<file path="config.mk">
export PLATFORM = sky130hd
export DESIGN_NAME = sa_layer_sequencer
export DESIGN_NICKNAME = d
export VERILOG_FILES = /design/src/rtl/sa_layer_sequencer.sv
export SDC_FILE = /design/constraint.sdc
export NUM_CORES = 1
export LEC_CHECK = 0
export BUFFER_PORTS_ARGS = -buffer_cell sky130_fd_sc_hd__buf_4
export CAP_MARGIN = 0
export CORE_AREA = 2 2 117 119
export DETAILED_ROUTE_END_ITERATION = 8
export DIE_AREA = 0 0 119 121
export PLACE_DENSITY = 0.72
export SLEW_MARGIN = 20
export SYNTH_ARGS = -nofsm -noshare
export SYNTH_HDL_FRONTEND = slang
export SYNTH_SLANG_ARGS = --single-unit
export TNS_END_PERCENT = 1
</file>
<file path="constraint.sdc">
create_clock -name clk -period 7 [get_ports clk]
set_input_delay 1.4 -clock clk [delete_from_list [all_inputs] [get_ports clk]]
set_output_delay 1.4 -clock clk [all_outputs]
set_load 0.05 [all_outputs]
</file>
<file path="src/rtl/sa_layer_sequencer.sv">
// Run-level controller for the systolic array: streams weights and feature
// bytes into the array's shared write port layer by layer, kicks the array,
// counts accumulator-valid pulses for completion, and steps through the
// configured conv-layer range, reporting done or error.
//
// Stream handshake: a byte transfers on every rising clk edge where
// s_valid && s_ready are both high; s_ready depends only on the current
// state, never on s_valid, and s_data must be stable while s_valid is high.
module sa_layer_sequencer #(
    parameter int TIMEOUT_CYC = 65535,
    parameter int CNT_W       = 17
) (
    input  logic        clk,
    input  logic        rst,
    input  logic        cmd_start,
    input  logic        cmd_abort,
    input  logic [1:0]  cfg_first_layer,
    input  logic [1:0]  cfg_last_layer,
    input  logic [10:0] cfg_wgt_len,
    input  logic [14:0] cfg_dat_len,
    input  logic        s_valid,
    input  logic [7:0]  s_data,
    output logic        s_ready,
    output logic        wea,
    output logic [16:0] addra,
    output logic [7:0]  dia,
    output logic        sa_start,
    output logic [1:0]  nth_conv,
    input  logic        accu_valid_i,
    output logic        busy,
    output logic [1:0]  cur_layer,
    output logic        layer_done,
    output logic        run_done,
    output logic        err
);

    typedef enum logic [2:0] {
        IDLE    = 3'd0,
        LOAD_W  = 3'd1,
        LOAD_D  = 3'd2,
        DRAIN   = 3'd3,
        KICK    = 3'd4,
        COMPUTE = 3'd5,
        NEXT    = 3'd6
    } state_t;

    localparam logic [CNT_W-1:0] TMO_LIM = CNT_W'(TIMEOUT_CYC);

    // state is kept as a plain named signal so checkers can bind to it
    state_t            state;
    state_t            state_d;

    logic [1:0]        last_layer;
    logic [10:0]       wgt_len;
    logic [14:0]       dat_len;
    logic [10:0]       wcnt;
    logic [14:0]       dcnt;
    logic [10:0]       ocnt;
    logic [CNT_W-1:0]  tcnt;
    logic              cfg_err;

    logic              hs;
    logic              cfg_bad;
    logic              start_ok;
    logic              w_last;
    logic              d_last;
    logic              comp_done;
    logic              tmo;
    logic [10:0]       exp_cnt;

    // per-layer output count of the array and the decode helpers
    always_comb begin
        exp_cnt = 11'd0;
        case (cur_layer)
            2'd0:    exp_cnt = 11'd1024;
            2'd1:    exp_cnt = 11'd784;
            2'd2:    exp_cnt = 11'd196;
            default: exp_cnt = 11'd0;
        endcase
        cfg_bad   = (cfg_first_layer > cfg_last_layer) || (cfg_last_layer == 2'd3) ||
                    (cfg_wgt_len == 11'd0) || (cfg_wgt_len > 11'd1024) ||
                    (cfg_dat_len == 15'd0) || (cfg_dat_len > 15'd25600);
        start_ok  = (state == IDLE) && cmd_start && !cmd_abort && !cfg_bad;
        hs        = s_valid && s_ready;
        w_last    = (wcnt == wgt_len - 11'd1);
        d_last    = (dcnt == dat_len - 15'd1);
        comp_done = (state == COMPUTE) && (ocnt == exp_cnt);
        // completion wins over a timeout landing on the same cycle
        tmo       = (state == COMPUTE) && !comp_done && (tcnt == TMO_LIM);
    end

    // state register
    always_ff @(posedge clk or posedge rst) begin
        if (rst) state <= IDLE;
        else     state <= state_d;
    end

    // next state and state-decoded outputs; abort overrides every transition
    always_comb begin
        state_d    = state;
        s_ready    = 1'b0;
        sa_start   = 1'b0;
        nth_conv   = 2'd0;
        busy       = (state != IDLE);
        layer_done = comp_done;
        run_done   = (state == NEXT) && (cur_layer == last_layer);
        err        = cfg_err || tmo;
        case (state)
            LOAD_W, LOAD_D: s_ready = 1'b1;
            KICK: begin
                sa_start = 1'b1;
                nth_conv = cur_layer;
            end
            COMPUTE: nth_conv = cur_layer;
            default: ;
        endcase
        if (cmd_abort) begin
            state_d = IDLE;
        end else begin
            case (state)
                IDLE:    if (start_ok) state_d = LOAD_W;
                LOAD_W:  if (hs && w_last) state_d = LOAD_D;
                LOAD_D:  if (hs && d_last) state_d = DRAIN;
                DRAIN:   state_d = KICK;
                KICK:    state_d = COMPUTE;
                COMPUTE: begin
                    if (comp_done) state_d = NEXT;
                    else if (tmo)  state_d = IDLE;
                end
                NEXT:    state_d = (cur_layer == last_layer) ? IDLE : LOAD_W;
                default: state_d = IDLE;
            endcase
        end
    end

    // config latch, byte counters, registered write port, completion counters
    always_ff @(posedge clk or posedge rst) begin
        if (rst) begin
            last_layer <= 2'd0;
            wgt_len    <= 11'd0;
            dat_len    <= 15'd0;
            cur_layer  <= 2'd0;
            wcnt       <= 11'd0;
            dcnt       <= 15'd0;
            ocnt       <= 11'd0;
            tcnt       <= '0;
            cfg_err    <= 1'b0;
            wea        <= 1'b0;
            addra      <= 17'd0;
            dia        <= 8'd0;
        end else begin
            cfg_err <= (state == IDLE) && cmd_start && !cmd_abort && cfg_bad;
            // a byte accepted in the abort cycle never reaches the array
            wea     <= hs && !cmd_abort;
            if (hs) begin
                dia   <= s_data;
                addra <= (state == LOAD_W) ? {2'b01, 5'b0, wcnt[9:0]} : {2'b00, dcnt};
            end

            if (start_ok) begin
                last_layer <= cfg_last_layer;
                wgt_len    <= cfg_wgt_len;
                dat_len    <= cfg_dat_len;
                cur_layer  <= cfg_first_layer;
            end

            if (cmd_abort || start_ok) begin
                wcnt <= 11'd0;
                dcnt <= 15'd0;
            end else begin
                if (state == LOAD_W && hs) wcnt <= w_last ? 11'd0 : wcnt + 11'd1;
                if (state == LOAD_D && hs) dcnt <= d_last ? 15'd0 : dcnt + 15'd1;
            end

            if (state == COMPUTE) begin
                tcnt <= tcnt + CNT_W'(1);
                if (accu_valid_i && ocnt != exp_cnt) ocnt <= ocnt + 11'd1;
            end else begin
                tcnt <= '0;
                ocnt <= 11'd0;
            end

            if (state == NEXT && !cmd_abort && cur_layer != last_layer)
                cur_layer <= cur_layer + 2'd1;
        end
    end

endmodule

</file>
# --- Word level (Yosys, flattened, before mapping) ---
# Cells that the tools add are included.
# W data, S select, Z words.
word_totals:
  in_bits: 44
  ff_bits: 114
  out_inout_bits: 36
  word_cells: 106
op_classes:
  reduce_logical: 38
  addsub: 7
  muxes: 24
  n_eq_ne: 21
  magnitude_cmp: 3
op_table:
  columns: ["op", "n"]
  rows:
  - ["$mux W11", 5]
  - ["$mux W15", 3]
  - ["$pmux W11 S3", 1]
  - ["$add A11 B1 Y11 const B", 2]
  - ["$eq A11 B11 Y1", 2]
  - ["$pmux W3 S7", 1]
  - ["$mux W3", 6]
  - ["$add A17 B1 Y17 const B", 1]
  - ["$eq A17 B16 Y1 const B", 1]
  - ["$logic_and A1 B1 Y1", 17]
  - ["$mux W17", 1]
  - ["$mux W16", 1]
  - ["$add A15 B1 Y15 const B", 1]
  - ["$eq A15 B15 Y1", 1]
  - ["$gt A15 B15 Y1 const B", 1]
  - ["$logic_not A15 Y1", 1]
  - ["$sub A15 B1 Y15 const B", 1]
  - ["$gt A11 B11 Y1 const B", 1]
  - ["$logic_not A11 Y1", 1]
  - ["$ne A11 B11 Y1", 1]
  - ["$sub A11 B1 Y11 const B", 1]
  - ["$eq A3 B3 Y1 const B", 3]
  - ["$ne A3 B3 Y1 const B", 3]
  - ["$logic_or A1 B1 Y1", 7]
  - ["other kinds (19)", 30]

# --- Longest topological paths before layout ---
# Gate-level depths: netlist of the first run.
logic_depth:
  ltp_word: 11
  mapped_depth: 11
  ltp_nobuf: 9

# --- Worst setup path after synthesis of the first run ---
# Ideal clock, no wire load.
synth_timing:
  path_type: "input -> register"
  startpoint: "in cfg_last_layer[1]"
  endpoint: "reg dat_len[10]"
  setup_slack_ns: 3.423
  required_time_ns: 6.875
  t_arrival_ns: 3.452
  setup_time_ns: 0.125
  cell_stages: 9
  path_buffers: 2
  path_cell_list: "inv_1 > ha_1 > nor2b_1 > a2bb2oi_1 > a221oi_1 > and3_1 > clkbuf_1 > buf_1 > mux2_2"
synth_between:
  elab_chain_cells: 8
  word_cells_on_any_way: 9
  cone_classes: "order compare: 1; eq/ne: 1; reduce/logical: 7"
synth_rtl:
  columns: ["item", "line", "source"]
  rows:
  - ["start, declared", "18", "input logic [1:0] cfg_last_layer,"]
  - ["$gt A2 B2 Y1 or $eq A2 B2 Y1 (tied branches)", "80", "cfg_bad = (cfg_first_layer > cfg_last_layer) || (cfg_last_layer == 2'd3) ||"]
  - ["$logic_or A1 B1 Y1 * (2 in series)", "80", null]
  - ["$logic_or A1 B1 Y1 * (2 in series)", "81", "(cfg_wgt_len == 11'd0) || (cfg_wgt_len > 11'd1024) ||"]
  - ["$logic_or A1 B1 Y1 *", "82", "(cfg_dat_len == 15'd0) || (cfg_dat_len > 15'd25600);"]
  - ["$logic_not A1 Y1 *", "83", "start_ok = (state == IDLE) && cmd_start && !cmd_abort && !cfg_bad;"]
  - ["$logic_and A1 B1 Y1 *", "83", null]
  - ["end signal, assigned", "163", "dat_len <= cfg_dat_len;"]
  - ["end, declared", "55", "logic [14:0] dat_len;"]
# Every way passes the cells marked *; elsewhere a longest branch is shown, timed or not.
# A chain may end at the register's enable or synchronous reset.

# --- Worst setup path in the final report of the first run ---
layout_timing:
  startpoint: "reg state[2]"
  endpoint: "out layer_done"
layout_between:
  elab_chain_cells: 2
layout_rtl:
  columns: ["item", "line", "source"]
  rows:
  - ["start, declared", "50", "state_t state;"]
  - ["start signal, assigned", "95", "else state <= state_d;"]
  - ["$eq A3 B3 Y1", "87", "comp_done = (state == COMPUTE) && (ocnt == exp_cnt);"]
  - ["$logic_and A1 B1 Y1", "87", null]
  - ["end, declared", "32", "output logic layer_done,"]
# Every way passes these cells.

==> summary.txt, run 1 <==
status - finished, final reports clean
initial antenna violation count - 0
Post-DP Area - 7160 µm²
Slew Limit Fails - 0
Synth Flop Type - dfrtp_1
RSZ-0062 raised after global routing - false
grt total ovfl - 0
drt initial violations - 402
layout cells sized above 1 - 0.220
final count of hold timing violations - 0
Core ar. - 13100 µm²
latest clock arrival within the worst-skew pair - 0.42 ns
most common cell after layout, fill and taps aside - dfrtp_1
pre-CTS setup slack - 2.68 ns
share of Yosys cell area claimed by the top area cell type - 0.437
Pwr per Cell Area - 359 nW/µm²
final setup TNS - 0 ns
Mapped Cells - 680
largest cells by area after synthesis - dfrtp_1, mux2_2, xor2_1
global-route wire length before repair - 26.8 mm
synthesized area - 6470 µm²
Clk pin slew, worst setup/hold paths - 0.06 ns
placed cell count - 899
HPWL after DPL - 11.7 mm
mux contribution to synthesized area - 0.0762
post-DR vias/cell - 5.94
Hold Path Class - reg -> reg
Worst EP required - 5.60 ns
Total GRT Usage - 0.237
Synth Register Bits - 113
minimum clock period - 4.17 ns
CTS Hold Bufs - 0
commonest cells after routing, fill and taps aside - dfrtp_1, buf_4, nand2_1, nor2_1, mux2_2
Yosys cell types - 65
clk root buf - clkbuf_16
number of port buffers - 78
Ant. Diodes - 0
first-pass iteration count of the detailed router - 5
Post-DRT Antenna Nets - 0
drt drc - 0
Resized cells post-CTS - 0
# H-tree levels - 4
Detailed Route WL - 16.3 mm
simple logic cell fraction of the synthesized area - 0.219
Final GP Congestion - 0.914
syn avg cell area - 9.51 µm²
crit-path cells - nor2b_1, nand2_1, nor3_1, and4_1, buf_4
clock tree sinks - 113
clock skew - 0.00777 ns
max cap viols - 0
Least-Margin Pin Slew - 0.894 ns
Setup crit end kind - output pin
CTS tree - done
tightest hold margin - 0.486 ns
crit-path max cell delay - 0.60 ns
row count - 42
async set-reset flop share out of synthesis - 1.00
Post-synth EDFFs - 0
Post-Synth Adder-Cell Area - 0.0251
Initial Util - 0.494
Worst slew margin - 0.403
Die Wd - 119 µm
Peak VDD IR - 225 µV
via count - 5517
CTS Buf Count - 17
Critical-path top delay cell - nand2_1
Final WS setup - 2.83 ns
Setup Buffers After CTS - 0
Final Net Count - 799
Area Growth Syn to Fin - 20.4%
Final Non-Filler Cells - 929
final setup vio count - 0
largest net degree at the start of global routing - 63
final core utilization - 0.595
die area - 14400 µm²
Power Total - 2.80 mW
largest family of logic cells by synthesized area - simple AND/OR/NAND/NOR gates
XOR/XNOR Fraction of Synth Area - 0.0731
Worst Path Max Fanout - 28
Final Cycle Share - 0.595
I/O pin count - 80
vias in the first global route - 5438
syn nets - 737
Yosys top cell by area - dfrtp_1
Die Y - 121 µm
WS Path Type - reg -> out
sequential share of the synthesized area - 0.437
max frequency - 240 MHz
Final Cell Area - 7790 µm²
maximum clock path buffer count - 2
Lkg Pwr - 3.32 nW
synth warn - 0
crit path DAT - 2.77 ns
WL/cell - 17.5 µm
CP Launch Type - register
Synth Area in Compound Gates - 0.130
## Yosys cell counts (12+ instances only)
master	instances
clkbuf_1	31
xnor2_1	26
nor4_1	13
inv_1	24
nand2_1	64
and3_1	18
xor2_1	28
a31oi_1	12
ha_1	13
o21ai_0	27
dfrtp_1	113
a22o_1	12
mux2_2	34
a21oi_1	16
nor3_1	23
nand3_1	26
nor2_1	50
## flip-flops by register name (all words and copies together) (netlist names)
register    count
addra          16
cfg_err         1
cur_layer       2
dat_len        15
dcnt           15
dia             8
last_layer      2
ocnt           11
state           3
tcnt           17
wcnt           11
wea             1
wgt_len        11
## path summary, 6_finish.rpt
check | start | end | slack, ns | cells past startpoint
max in group asynchronous | rst | dat_len[5] | 4.70 | 3
max reg2reg | dat_len[0] | dcnt[14] | 3.49 | 9
min | addra[4] | addra[4] | 0.49 | 2
min in group asynchronous | rst | dia[0] | 1.13 | 2
max | state[2] | layer_done | 2.83 | 5
min reg2reg | addra[4] | addra[4] | 0.49 | 2
## worst max-delay path, delay by kind of cell, from the launching register on
family | cells | cell delay, ns
and+or+nand+nor | 4 | 1.57
DFF | 1 | 0.54
buffers and inverters | 1 | 0.23
## kinds of logic (layout without fill, tap and decap cells)
kind of cell             count (synthesis)  count (layout)
AND/OR/NAND/NOR                        272             272
XOR/XNOR                                54              54
adder cells (fa/ha/maj)                 13              13
flip-flops                             113             113
AO/OA/AOI/OAI                          118             118
buffers and inverters                   64             137
multiplexers                            45              45
other                                    1               1
## report_power, final
| part | total (mW) | switching [mW] | leakage (nW) | internal (mW) |
|---|---|---|---|---|
| Combinational | 0.899 | 0.527 | 1.52 | 0.372 |
| Sequential | 0.980 | 0.194 | 1.50 | 0.785 |
| Clock | 0.920 | 0.302 | 0.297 | 0.618 |
## metal layers
layer  up-vias  routed length, µm  part of all wire  GRT usage
met1      2749               7300              0.45      0.306
li1       2588                  -                 -          -
met4         0                315             0.019     0.0952
met2       150               7880              0.48      0.386
met5         -                  0                 0          0
met3        30                759             0.047     0.0545
## cell type report
| cell class | instances | area [µm²] |
|---|---|---|
| multi-input combinational | 503 | 3400 |
| tap | 176 | 220 |
| clock buffer | 21 | 470 |
| fill | 1094 | 5300 |
| sequential | 113 | 2830 |
| timing repair buffer | 83 | 623 |
| clock inverter | 9 | 156 |
| inverter | 24 | 92.6 |
Power figures use the tool's default switching activity.
==> inputs of run 2 (changes only) <==
==> constraint.sdc (replaced) <==
create_clock -name clk -period 4.3 [get_ports clk]
set_input_delay 0.86 -clock clk [delete_from_list [all_inputs] [get_ports clk]]
set_output_delay 0.86 -clock clk [all_outputs]
set_load 0.05 [all_outputs]
==> run 2 against run 1 <==
Net effect: non-clock buffer count increased by 2; global-route usage rose by 0.063 points; worst hold slack got worse by 0.0013 ns; first-iteration DRC count fell by 13%; wire length shrank 2.4%; cell count rose by 0.43%; combinational power grew 62%; die area is the same; critical path depth is 4 higher; via count shrank 1.4%; clock-buffer cell count fell by 2; highest routed layer unchanged.
==> summary.txt, run 2 (synthesized netlist as in run 1, its figures left out) <==
Crit. Startpoint - dat_len[0] (was state[2])
Setup Buffers After CTS - 0 (unchanged)
grt total ovfl - 0 (unchanged)
most common cell after layout, fill and taps aside - dfrtp_1 (unchanged)
combinational power share - 0.309 (was 0.321)
CTS Buf Count - 17 (unchanged)
Clk pin slew, worst setup/hold paths - 0.05 ns (was 0.06 ns)
M1 GR Usage - 0.310 (was 0.306)
I/O pin count - 80 (unchanged)
sequential fraction of design power - 0.336 (was 0.350)
Reg2Reg Depth - 9 (unchanged)
CP Launch Type - register (unchanged)
vias in the first global route - 5477 (was 5438)
Critical-path top delay cell - or4b_1 (was nand2_1)
Stages on worst setup path - 9 (was 5)
Die Y - 121 µm (unchanged)
clock tree sinks - 113 (unchanged)
Final WS setup - 0.970 ns (was 2.83 ns)
Bufs and invs on worst path - 1 (unchanged)
Final Non-Filler Cells - 933 (was 929)
net switching power - 1.68 mW (was 1.02 mW)
largest net degree at the start of global routing - 75 (was 63)
Total GRT Usage - 0.237 (about the same)
tightest hold margin - 0.485 ns (was 0.486 ns)
Worst Path Max Fanout - 15 (was 28)
Least-Margin Pin Slew - 0.903 ns (was 0.894 ns)
row count - 42 (unchanged)
crit-path max cell delay - 0.49 ns (was 0.60 ns)
Most flops, register - tcnt (unchanged)
CP Capture Point - dcnt[13] (was layer_done)
Final Cell Area - 7900 µm² (was 7790 µm²)
crit-path cells - inv_1, ha_1, or4b_1, nor4_1, xnor2_1, a211oi_1, o2111ai_4, nand3_2, o311ai_0 (was nor2b_1, nand2_1, nor3_1, and4_1, buf_4)
global-route wire length before repair - 27.0 mm (was 26.8 mm)
hold path start - addra[2] (was addra[4])
drt initial violations - 350 (was 402)
final setup TNS - 0 ns (unchanged)
GRT met3 Usage - 0.0663 (was 0.0545)
placed cell count - 901 (was 899)
minimum clock period - 3.33 ns
Post-DRT Antenna Nets - 0 (unchanged)
P_int - 3.06 mW (was 1.78 mW)
Worst slew margin - 0.398 (was 0.403)
CTS Hold Bufs - 0 (unchanged)
Post-DP Area - 7190 µm² (was 7160 µm²)
die area - 14400 µm² (unchanged)
hold path depth - 2 (unchanged)
first-pass iteration count of the detailed router - 5 (unchanged)
via count - 5442 (was 5517)
flop2flop setup slack - 0.97 ns (was 3.49 ns)
Worst EP required - 4.59 ns (was 5.60 ns)
GR peak layer - met2 (unchanged)
commonest cells after routing, fill and taps aside - dfrtp_1, buf_4, nand2_1, nor2_1, mux2_2 (unchanged)
Reg-to-Reg Start - dat_len[0] (unchanged)
clk root buf - clkbuf_16 (unchanged)
latest clock arrival within the worst-skew pair - 0.42 ns (about the same)
crit path DAT - 3.62 ns (was 2.77 ns)
max frequency - 300 MHz
drt drc - 0 (unchanged)
Final Net Count - 801 (was 799)
clock skew - 0.00564 ns (was 0.00777 ns)
maximum clock path buffer count - 2 (unchanged)
flip-flop count of the largest register after layout - 17 (unchanged)
cell family with most CP delay - simple AND/OR/NAND/NOR gates (unchanged)
Switching Share - 0.354 (was 0.366)
routing usage on met2 - 0.381 (was 0.386)
R2R Path End - dcnt[13] (was dcnt[14])
Slew Limit Fails - 0 (unchanged)
Lkg Pwr - 3.37 nW (was 3.32 nW)
Detailed Route WL - 15.9 mm (was 16.3 mm)
layout cells sized above 1 - 0.226 (was 0.220)
WS Path Type - reg -> reg (was reg -> out)
Area Growth Syn to Fin - 22.1% (was 20.4%)
Clock Power Share - 0.355 (was 0.329)
status - finished, final reports clean (unchanged)
CTS tree - done (unchanged)
Initial Util - 0.494 (unchanged)
Hold Path Class - reg -> reg (unchanged)
Resized cells post-CTS - 0 (unchanged)
pre-CTS setup slack - 0.959 ns (was 2.68 ns)
Pwr per Cell Area - 600 nW/µm² (was 359 nW/µm²)
final setup vio count - 0 (unchanged)
RSZ-0062 raised after global routing - false (unchanged)
Final Cycle Share - 0.774
max cap viols - 0 (unchanged)
final count of hold timing violations - 0 (unchanged)
# H-tree levels - 4 (unchanged)
WL/cell - 17.0 µm (was 17.5 µm)
HPWL after DPL - 11.5 mm (was 11.7 mm)
post-DR vias/cell - 5.83 (was 5.94)
Setup crit end kind - register (was output pin)
Core ar. - 13100 µm² (unchanged)
number of port buffers - 78 (unchanged)
Ant. Diodes - 0 (unchanged)
Peak VDD IR - 497 µV (was 225 µV)
initial antenna violation count - 0 (unchanged)
Largest regs - tcnt: 17 flops, addra: 16 flops (unchanged)
Final GP Congestion - 0.920 (was 0.914)
Die Wd - 119 µm (unchanged)
## run 2: cell count changes in the layout (fill, tap and decap cells not counted), sizes merged
cell	delta
buf	+2
clkbuf	-2
inv	+1
bufinv	+3
## run 2: power groups by stage
stage,Sequential (mW),Combinational [mW],Clock (mW)
2_1_floorplan,1.70,0.943,0
3_3_place_gp,1.58,1.40,0
3_5_place_dp,1.60,1.46,0
4_1_cts,1.59,1.47,1.71
5_1_grt,1.63,1.59,1.76
6_report,1.59,1.46,1.68
## run 2: layer usage
layer,vias to the layer above,part of all wire
li1,2571,-
met1,2665,0.44
met2,188,0.48
met3,18,0.060
met4,0,0.013
met5,-,0
## run 2: how the worst min path moves through the flow
stage | to | slack [ns]
6_report | addra[2] | 0.48
5_1_grt | addra[9] | 0.53
4_1_cts | addra[2] | 0.49
3_5_place_dp | addra[2] | 0.48
3_3_place_gp | tcnt[0] | 0.46
2_1_floorplan | tcnt[0] | 0.45
## run 2: tightest hold or removal path: stages (launching register included)
cell     delay (ns)
dfrtp_1        0.34
nand2_1        0.05
o21ai_0        0.06
## run 2: cell type report
cell class,count,area [µm²]
Clock buffer,19,453
Clock inverter,13,255
Fill cell,1079,5190
Inverter,24,92.6
Multi-Input combinational cell,503,3400
Sequential cell,113,2830
Tap cell,176,220
Timing Repair Buffer,85,651
## run 2: per-stage QoR
stage | power [mW] | util
finish | 4.74 | 0.603
global route | 4.99 | 0.603
CTS | 4.76 | 0.603
detailed placement | 3.06 | 0.549
global placement | 2.99 | 0.549
floorplan | 2.64 | -
==> inputs of run 3 (changes only) <==
==> constraint.sdc (replaced) <==
create_clock -name clk -period 3.15 [get_ports clk]
set_input_delay 0.63 -clock clk [delete_from_list [all_inputs] [get_ports clk]]
set_output_delay 0.63 -clock clk [all_outputs]
set_load 0.05 [all_outputs]
==> run 3 against run 2 <==
Net effect: flip-flop and latch count did not move; total power rose by 27%; first-iteration DRC count fell by 4.9%; register-to-register slack got worse by 0.86 ns; critical path type unchanged; critical endpoint is now wcnt[0]; highest routed layer unchanged.
==> summary.txt, run 3 (synthesized netlist as in run 1, its figures left out) <==
Post-DP Area - 7280 µm² (was 7190 µm²)
Least-Margin Pin Slew - 0.684 ns (was 0.903 ns)
max cap viols - 0 (unchanged)
Final Net Count - 812 (was 801)
number of port buffers - 78 (unchanged)
CTS tree - done (unchanged)
WL/cell - 17.1 µm (was 17.0 µm)
HPWL after DPL - 11.7 mm (was 11.5 mm)
Final Cycle Share - 0.966 (was 0.774)
RSZ-0062 raised after global routing - true (was false)
grt total ovfl - 0 (unchanged)
Top Metal Used - met4 (unchanged)
drt drc - 0 (unchanged)
latest clock arrival within the worst-skew pair - 0.42 ns (about the same)
clk root buf - clkbuf_16 (unchanged)
final setup vio count - 0 (unchanged)
Clk pin slew, worst setup/hold paths - 0.05 ns (about the same)
most common cell after layout, fill and taps aside - dfrtp_1 (unchanged)
I/O pin count - 80 (unchanged)
met2 wire length - 7.75 mm (was 7.68 mm)
Worst EP required - 3.45 ns (was 4.59 ns)
status - finished, final reports clean (unchanged)
Ant. Diodes - 0 (unchanged)
clock skew - 0.00661 ns (was 0.00564 ns)
met1 WL - 7.01 mm (was 7.03 mm)
Hold Path Class - in -> async (was reg -> reg)
CTS Buf Count - 17 (unchanged)
crit-path cells - or4_1, or3_1, a2111oi_1, o2111ai_1, o31ai_4, nor2_2, mux2_2 (was inv_1, ha_1, or4b_1, nor4_1, xnor2_1, a211oi_1, o2111ai_4, nand3_2, o311ai_0)
maximum clock path buffer count - 2 (unchanged)
Detailed Route WL - 16.1 mm (was 15.9 mm)
drt initial violations - 333 (was 350)
Area Growth Syn to Fin - 21.5% (was 22.1%)
# H-tree levels - 4 (unchanged)
global-route wire length before repair - 27.0 mm (about the same)
Post-DRT Antenna Nets - 0 (unchanged)
Peak VDD IR - 566 µV (was 497 µV)
final count of hold timing violations - 0 (unchanged)
Initial Util - 0.494 (unchanged)
Final GP Congestion - 0.929 (was 0.920)
clock tree sinks - 113 (unchanged)
final core utilization - 0.600 (was 0.603)
Die Wd - 119 µm (unchanged)
post-DR vias/cell - 5.83 (about the same)
WS Path Type - reg -> reg (unchanged)
Critical-path top delay cell - or4_1 (was or4b_1)
final setup TNS - 0 ns (unchanged)
Slew Limit Fails - 0 (unchanged)
minimum clock period - 3.04 ns (was 3.33 ns)
Most flops, register - tcnt (unchanged)
Worst slew margin - 0.542 (was 0.398)
via count - 5500 (was 5442)
Setup crit end kind - register (unchanged)
row count - 42 (unchanged)
Die Y - 121 µm (unchanged)
Core ar. - 13100 µm² (unchanged)
layout cells sized above 1 - 0.233 (was 0.226)
Final Cell Area - 7860 µm² (was 7900 µm²)
Largest regs - tcnt: 17 flops, addra: 16 flops (unchanged)
die area - 14400 µm² (unchanged)
Lkg Pwr - 3.37 nW (about the same)
CP Launch Type - register (unchanged)
met3 routed WL - 964 µm (was 960 µm)
Pwr per Cell Area - 767 nW/µm² (was 600 nW/µm²)
initial antenna violation count - 0 (unchanged)
first-pass iteration count of the detailed router - 7 (was 5)
Worst Path Max Fanout - 8 (was 15)
tightest hold margin - 0.341 ns (was 0.485 ns)
Total GRT Usage - 0.237 (about the same)
max frequency - 328 MHz (was 300 MHz)
flip-flop count of the largest register after layout - 17 (unchanged)
crit path DAT - 3.34 ns (was 3.62 ns)
vias in the first global route - 5494 (was 5477)
crit-path max cell delay - 0.55 ns (was 0.49 ns)
commonest cells after routing, fill and taps aside - dfrtp_1, buf_4, nand2_1, nor2_1, mux2_2 (unchanged)
CTS Hold Bufs - 0 (unchanged)
largest net degree at the start of global routing - 114 (was 75)
run 3: worst paths after layout:
kind                           startpoint  slack, ns  cells past startpoint    endpoint
setup / recovery               wgt_len[0]       0.11                      7     wcnt[0]
hold / removal                        rst       0.34                      3      dia[3]
setup reg to reg               wgt_len[0]       0.11                      7     wcnt[0]
hold reg to reg                  addra[7]       0.49                      2    addra[7]
max in group asynchronous             rst       2.29                      3     dcnt[1]
min in group clk           cfg_wgt_len[1]       0.43                      3  wgt_len[1]
run 3: through the flow:
stage                     instances  power (mW)  setup WS (ns)
final                           943        6.02          0.106
after global routing            943        6.36       -0.00497
after CTS                       943        6.03         0.0542
after detailed placement        912        4.24        -0.0510
after global placement          912        4.16        0.00517
after floorplan                 680        3.60          0.329
run 3: worst max-delay path, delay by kind of cell (launching register included):
kind	cells	cell delay, ns
and+or+nand+nor	3	1.02
AOI/OAI and AO/OA	3	1.21
muxes	1	0.28
DFF	1	0.43
run 3: per-layer routing:
metal | GRT usage | vias to the layer above
li1 | - | 2600
met4 | 0.103 | 0
met1 | 0.299 | 2676
met5 | 0 | -
met2 | 0.383 | 192
met3 | 0.0672 | 32
run 3: power breakdown:
part / total, mW / switching (mW) / internal (mW)
Clock: 1.77 / 0.631 / 1.14
Sequential: 2.14 / 0.388 / 1.75
Combinational: 2.12 / 1.24 / 0.877
run 3: cell type report:
cell class	instances	area, µm²
Timing Repair Buffer	96	746
Inverter	24	93.8
Clock buffer	27	533
Clock inverter	4	22.5
Fill cell	1096	5230
Tap cell	176	220
Multi-Input combinational cell	503	3410
Sequential cell	113	2830
run 3: what timing repair did:
item                                    CTS  global route
endpoints found under the setup margin    0            16
gates resized for setup                   0             3
buffers inserted                          0             0
